[config.mk]
export PLATFORM = sky130hd
export DESIGN_NAME = pair_toggle_monitor
export DESIGN_NICKNAME = d
export VERILOG_FILES = /design/src/rtl/pair_toggle_monitor.sv
export SDC_FILE = /design/constraint.sdc
export NUM_CORES = 1
export LEC_CHECK = 0
export BUFFER_PORTS_ARGS = -buffer_cell sky130_fd_sc_hd__buf_4
export CAP_MARGIN = 5
export CORE_UTILIZATION = 50
export CTS_CLUSTER_SIZE = 28
export DETAILED_ROUTE_END_ITERATION = 6
export PLACE_DENSITY = 0.81
export SYNTH_ARGS = -nofsm -noshare
export SYNTH_HDL_FRONTEND = slang
export SYNTH_SLANG_ARGS = --single-unit
[constraint.sdc]
create_clock -name clk -period 1.8 [get_ports clk]
set_input_delay 0.09 -clock clk [delete_from_list [all_inputs] [get_ports clk]]
set_output_delay 0.09 -clock clk [all_outputs]
set_load 0.01 [all_outputs]
[src/rtl/pair_toggle_monitor.sv]
// pair_toggle_monitor
//   Receive-side checker for a complementary-toggle pair (x, y). The pair is
//   healthy when x == y and both invert every clock. The block arms on the
//   first enabled edge, acquires lock after LOCK_CYCLES consecutive good
//   samples, counts bad samples while locked and latches a sticky fault after
//   MAX_ERR consecutive bad samples.
//
// Ports
//   clk        rising-edge clock
//   rst_n      asynchronous active-low reset
//   en         monitor enable; 0 returns the block to IDLE
//   x_in/y_in  pair bits, synchronous to clk
//   clr_err    1-cycle pulse: clears err_cnt and leaves FAULT (goes to SYNC)
//   locked     1 while in LOCKED
//   err_flag   1 while in FAULT
//   mismatch   1-cycle pulse per bad sample judged in LOCKED
//   err_cnt    saturating count of bad samples judged in LOCKED
//   dbg_state  current FSM state (0 IDLE, 1 SYNC, 2 LOCKED, 3 FAULT)
//
// All outputs are registered: they reflect the sample taken at edge N right
// after edge N.
module pair_toggle_monitor #(
  parameter int ERR_CNT_W   = 8,
  parameter int LOCK_CYCLES = 4,
  parameter int MAX_ERR     = 3
) (
  input  logic                 clk,
  input  logic                 rst_n,
  input  logic                 en,
  input  logic                 x_in,
  input  logic                 y_in,
  input  logic                 clr_err,
  output logic                 locked,
  output logic                 err_flag,
  output logic                 mismatch,
  output logic [ERR_CNT_W-1:0] err_cnt,
  output logic [1:0]           dbg_state
);

  localparam int CNT_MAX = (LOCK_CYCLES > MAX_ERR) ? LOCK_CYCLES : MAX_ERR;
  localparam int CNT_W   = $clog2(CNT_MAX + 1);

  // Counter values on the edge that completes lock / forces fault.
  localparam logic [CNT_W-1:0]     LOCK_LAST = CNT_W'(LOCK_CYCLES - 1);
  localparam logic [CNT_W-1:0]     ERR_LAST  = CNT_W'(MAX_ERR - 1);
  localparam logic [ERR_CNT_W-1:0] ERR_SAT   = '1;

  typedef enum logic [1:0] {
    IDLE   = 2'd0,
    SYNC   = 2'd1,
    LOCKED = 2'd2,
    FAULT  = 2'd3
  } state_t;

  state_t           state;
  logic             prev_valid;
  logic             prev_x;
  logic [CNT_W-1:0] good_cnt;
  logic [CNT_W-1:0] bad_cnt;
  logic             sample_good;

  // Good sample: the pair agrees and has inverted since the previous edge.
  assign sample_good = (x_in == y_in) && (x_in != prev_x);
  assign dbg_state   = state;

  always_ff @(posedge clk or negedge rst_n) begin
    if (!rst_n) begin
      state      <= IDLE;
      prev_valid <= 1'b0;
      prev_x     <= 1'b0;
      good_cnt   <= '0;
      bad_cnt    <= '0;
      locked     <= 1'b0;
      err_flag   <= 1'b0;
      mismatch   <= 1'b0;
      err_cnt    <= '0;
    end else begin
      mismatch <= 1'b0;

      // clr_err acts in every state, including when en is low.
      if (clr_err) begin
        err_cnt <= '0;
        bad_cnt <= '0;
      end

      if (!en) begin
        // en dominates: drop back to IDLE and forget the history.
        state      <= IDLE;
        prev_valid <= 1'b0;
        good_cnt   <= '0;
        bad_cnt    <= '0;
        locked     <= 1'b0;
        err_flag   <= 1'b0;
      end else begin
        prev_x     <= x_in;
        prev_valid <= 1'b1;

        if (!prev_valid) begin
          // Arming edge: only captures prev_x, no judgement.
          state    <= SYNC;
          good_cnt <= '0;
          bad_cnt  <= '0;
        end else begin
          case (state)
            SYNC: begin
              if (sample_good) begin
                if (good_cnt == LOCK_LAST) begin
                  state    <= LOCKED;
                  locked   <= 1'b1;
                  good_cnt <= '0;
                end else begin
                  good_cnt <= good_cnt + CNT_W'(1);
                end
              end else begin
                good_cnt <= '0;
              end
            end

            LOCKED: begin
              // A same-edge clr_err discards the sample entirely.
              if (!clr_err) begin
                if (sample_good) begin
                  bad_cnt <= '0;
                end else begin
                  mismatch <= 1'b1;
                  if (err_cnt != ERR_SAT) err_cnt <= err_cnt + ERR_CNT_W'(1);
                  if (bad_cnt == ERR_LAST) begin
                    state    <= FAULT;
                    locked   <= 1'b0;
                    err_flag <= 1'b1;
                    bad_cnt  <= '0;
                  end else begin
                    bad_cnt <= bad_cnt + CNT_W'(1);
                  end
                end
              end
            end

            FAULT: begin
              if (clr_err) begin
                state    <= SYNC;
                err_flag <= 1'b0;
                good_cnt <= '0;
              end
            end

            default: begin
              state    <= SYNC;
              good_cnt <= '0;
              bad_cnt  <= '0;
            end
          endcase
        end
      end
    end
  end

endmodule

After elaboration in Yosys (flattened, before gate mapping)

Cells that the tools add are included.
W data, S select, Z words.

Word-level logic and storage cells: 92
Memory bits (read-only): 0
Register bits after elaboration: 21
Input port bits: 6
RAM bits: 0
Memories kept: 0
Latch bits: 0

Bitwise gates (word level): 0
Reductions and logical operators: 6
Multiply operators: 0
Shift-type cells: 0
Multiplexer cells: 50
Div/mod/pow operators: 0
$lt $le $gt $ge: 0
Add/sub/neg operators: 3
Equal/unequal tests: 24

Operators by type and width:

| operator              | count |
|---|---|
| $mux W8               | 7 |
| $mux W3               | 11 |
| $ne A4 B4 Y1 const B  | 6 |
| $ne A3 B3 Y1 const B  | 7 |
| $mux W1               | 19 |
| $mux W2               | 8 |
| $reduce_and A6 Y1     | 2 |
| $pmux W3 S3           | 1 |
| $add A8 B1 Y8 const B | 1 |
| $ne A8 B8 Y1 const B  | 1 |
| $reduce_and A7 Y1     | 1 |
| $add A3 B1 Y3 const B | 2 |
| $eq A3 B2 Y1 const B  | 2 |
| $ne A3 B1 Y1 const B  | 2 |
| $pmux W2 S3           | 1 |
| $pmux W3 S2           | 1 |
| $eq A2 B2 Y1 const B  | 2 |
| $pmux W1 S2           | 2 |
| $eq A2 B1 Y1 const B  | 1 |
| $ne A2 B1 Y1 const B  | 1 |
| $reduce_and A2 Y1     | 1 |
| $reduce_or A2 Y1      | 1 |
| $eq A1 B1 Y1          | 1 |
| $logic_and A1 B1 Y1   | 1 |
| $ne A1 B1 Y1          | 1 |

Depth between registers and ports, before layout

Depth after elaboration: 7
Mapped depth: 7

Worst setup path after synthesis

No wires, ideal clock.

Kind: register to register
Start point: register state[0], in the netlist dbg_state[0]
End point: register err_cnt[5]
Arrival time: 1780 ps
Required time: 1664 ps
Slack: -116 ps
Stages on the path, launching flop included: 8
Library setup time: 136 ps
Cells stage by stage: dfrtp_1 > inv_1 > ha_1 > nand3_1 > or3_4 > buf_2 > o41ai_1 > a21oi_1

Word-level cells in the longest chain between the ends: 4

Ends and longest elaborated chain:

| item                   | RTL line | text |
|---|---|---|
| from (decl)            | 55       | `state_t state;` |
| from (signal assigned) | 68       | `state <= IDLE;` |
| from (signal assigned) | 88       | `state <= IDLE;` |
| from (signal assigned) | 100      | `state <= SYNC;` |
| $eq A2 B2 Y1           | 104      | `case (state)` |
| $mux W8                | 104      |  |
| $mux W8                | 98       | `if (!prev_valid) begin` |
| $mux W8                | 86       | `if (!en) begin` |
| to (signal assigned)   | 126      | `if (err_cnt != ERR_SAT) err_cnt <= err_cnt + ERR_CNT_W'(1);` |
| to (decl)              | 36       | `output logic [ERR_CNT_W-1:0] err_cnt,` |

Every way passes these cells.
A chain may end at the register's enable or synchronous reset.

Worst setup path in the final report

Ends and elaborated chain as after synthesis.

==> results.json <==
{
  "outcome": "completed",
  "drt_first_iter_violations": 14,
  "grt_max_degree": 22,
  "critPathLaunch": "dbg_state[0]",
  "die_area_um2": 2690,
  "first_global_vias": 1098,
  "critPathArrivalTime_ns": 1.98,
  "synth_xor_xnor_area_share_pct": 0,
  "place_congestion": 0.909,
  "wl_per_cell_um": 14.7,
  "crit_family": "simple AND/OR/NAND/NOR gates",
  "synth.avg_cell_area_um2": 8.93,
  "worst-path-stages": 6,
  "fin_nets": 184,
  "tns_ns": 0,
  "cts_root_buf": "clkbuf_4",
  "syn_nets": 151,
  "switching_power_uw": 220,
  "numCtsBuffers": 3,
  "min_path_cells": 2,
  "setup_viol": 0,
  "drive_gt1_share_pct": 30.4,
  "initial_core_util_pct": 54.5,
  "synth-seq-cells": 21,
  "cts_tree": "done",
  "cp_cell_sequence": "inv_2 > ha_4 > nand3_2 > or3_4 > or4_1 > a21oi_1",
  "synthesis.area_um2": 1240,
  "stdcell_area_um2": 1590,
  "clock_latency_ns": 0.31,
  "ir_drop_mv": 0.423,
  "synth-adder-area-share_pct": 6.05,
  "crit_fanout": 5,
  "min_period_over_period_pct": 96.4,
  "antenna_cells": 0,
  "pwr-share-comb_pct": 14.5,
  "clkPwrFrac_pct": 27.6,
  "ys.flop_type": "dfrtp_1",
  "grt_antenna_before_repair": 0,
  "cp.required_ns": 2.04,
  "final-hold-violation-count": 0,
  "p_int_uw": 621,
  "htree_levels": 1,
  "synth_simple_gate_area_share_pct": 28.0,
  "first_pass_iters": 4,
  "rows": 17,
  "ys_seq_area_share_pct": 42.3,
  "synth_top_family_by_area": "simple AND/OR/NAND/NOR gates",
  "clockBufferDepth": 2,
  "ys_types": 37,
  "synthTopCellsByArea": "dfrtp_1 42%, ha_1 6.0%, nand2_1 5.1%",
  "drt_drc_violations_left": 0,
  "worst_slew_pin_slew_ns": 0.508,
  "cp-start-kind": "flop",
  "slowest_delay_ns": 0.47,
  "die_y_um": 51.8,
  "antenna_left": 0,
  "synth-edff-count": 0,
  "io_buffer_count": 18,
  "fin_skew_ns": 0.00321,
  "grt_pass1_wl_um": 5010,
  "synthCells": 139,
  "synthArstFlopShare_pct": 100,
  "r2r_cells": 6,
  "hold_class": "in -> reg",
  "grt-ovfl-total": 0,
  "switching_share_pct": 26.2,
  "relSlewSlack_pct": 66.0,
  "synth-compound-area-share_pct": 17.8,
  "clock_sinks": 21,
  "postPlaceCellArea_um2": 1480,
  "cp-end-kind": "flop",
  "cap_viol_max_count": 0,
  "cp_slowest_cell": "or4_1",
  "via_per_inst": 5.93,
  "power_density_nw_per_um2": 529,
  "cp_num_buf_inv": 1,
  "fin_crit_ns": 1.73,
  "seqPwrFrac_pct": 57.9,
  "synthMuxAreaShare_pct": 1.71,
  "drt_wl_total_um": 2920,
  "drv_slew": 0,
  "clk_pin_slew_worst_paths_ns": 0.12,
  "hold_start": "x_in",
  "dp_hpwl_um": 2130,
  "synth_top_area_cell": "dfrtp_1",
  "fmax_mhz": 577,
  "die_x_um": 51.8,
  "vias": 1180,
  "grt.total_usage_pct": 24.9,
  "ios": 19,
  "netlist.area_leader.share_pct": 42.3,
  "yosysWarnings": 0,
  "core_um2": 2280,
  "path_class": "reg -> reg",
  "p_total_uw": 841,
  "leakagePower_nw": 0.657,
  "crit-reg2reg-launch": "dbg_state[0]",
  "area_growth_pct": 28.0
}
-- sequential cells by signal, indices dropped and copies added (netlist names) --
name        cells
good_cnt        3
prev_valid      1
err_cnt         8
err_flag        1
bad_cnt         3
dbg_state       2
locked          1
mismatch        1
prev_x          1
-- kinds of logic after synthesis --
kind of cell,count (synthesis)
buffers and inverters,11
adders and majority gates,6
and+or+nand+nor,64
DFF,21
AOI/OAI and AO/OA,35
muxes,2
-- power by group through the flow --
stage          clock (mW)  sequential (mW)  combinational, mW
2_1_floorplan           0            0.498             0.0572
3_3_place_gp            0            0.494              0.104
3_5_place_dp            0            0.495              0.108
4_1_cts             0.235            0.487              0.115
5_1_grt             0.255            0.488              0.135
6_report            0.232            0.487              0.122
-- cell type report --
| class | count | area (µm²) |
|---|---|---|
| multi-input cells | 108 | 737 |
| flip-flops and latches | 21 | 527 |
| repair buffers | 31 | 238 |
| inverters | 7 | 26.3 |
| clock buffers | 4 | 26.3 |
| fillers | 161 | 687 |
| well taps | 28 | 35.0 |
-- metrics by stage --
| stage | utilization (%) | hold WS, ns | instances | setup slack [ns] |
|---|---|---|---|---|
| after CTS | 68.4 | 0.0280 | 198 | 0.00250 |
| after detailed placement | 64.8 | -0.00737 | 190 | -0.00880 |
| after global placement | 64.8 | -0.0161 | 190 | 0.0554 |
| final | 69.8 | 0.0354 | 199 | 0.0654 |
| after floorplan | - | -0.206 | 139 | 0.00888 |
| after global routing | 69.8 | 0.0227 | 199 | -0.00973 |
-- cell usage in the layout (no fill, tap or decap), types with 2 or more instances in the layout --
cell type,count
nand3b_1,2
nand2b_1,3
and3_1,2
nand3_1,3
a21oi_1,8
buf_4,29
nor4_2,2
dlygate4sd3_1,2
dfrtp_1,20
a21boi_0,2
and2_1,3
o31ai_1,2
o21ai_0,7
a31oi_1,5
inv_1,6
nor3_1,7
nor4_1,2
nand2_1,16
nor2_1,8
ha_1,4
or3_1,4
o41ai_1,3
clkbuf_4,3
-- repair_timing --
action | CTS | global route
hold buffers | 2 | 0
gates resized for setup | 5 | 6
endpoints found under the setup margin | 3 | 6
hold endpoints to repair | 22 | 0
pin swaps | 3 | 3
gates cloned | 1 | 0
buffers inserted | 1 | 1
-- final timing paths --
| path | end | slack (ns) |
|---|---|---|
| max | err_cnt[5] | 0.07 |
| min | prev_x | 0.04 |
| max reg2reg | err_cnt[5] | 0.07 |
| min reg2reg | good_cnt[2] | 0.51 |
| max in group asynchronous | dbg_state[1] | 1.37 |
| min in group asynchronous | err_cnt[7] | 0.19 |
-- synth_stat cells, types with 2 or more instances --
cell and n:
a21oi_1 9, nor2b_1 2, dfrtp_1 21, nand2_1 17, o41ai_1 4, o21ai_0 7, a21boi_0 2, nor4_1 4
clkbuf_1 2, nor3_1 7, nand3b_1 2, and2_1 3, or4_1 2, nand3_1 4, inv_1 7, nand2b_1 3
and3_1 2, nor2_1 8, ha_1 6, o31ai_1 3, a31oi_1 5, or3_1 4
-- metal layers --
metal | GRT usage (%) | share of wire [%] | up-vias
li1 | - | - | 574
met4 | 6.31 | 0.58 | 0
met2 | 46.6 | 54 | 20
met5 | 0 | 0 | -
met1 | 29.3 | 43 | 584
met3 | 3.51 | 2.2 | 2
No activity file was read; power rests on OpenSTA's default activity.
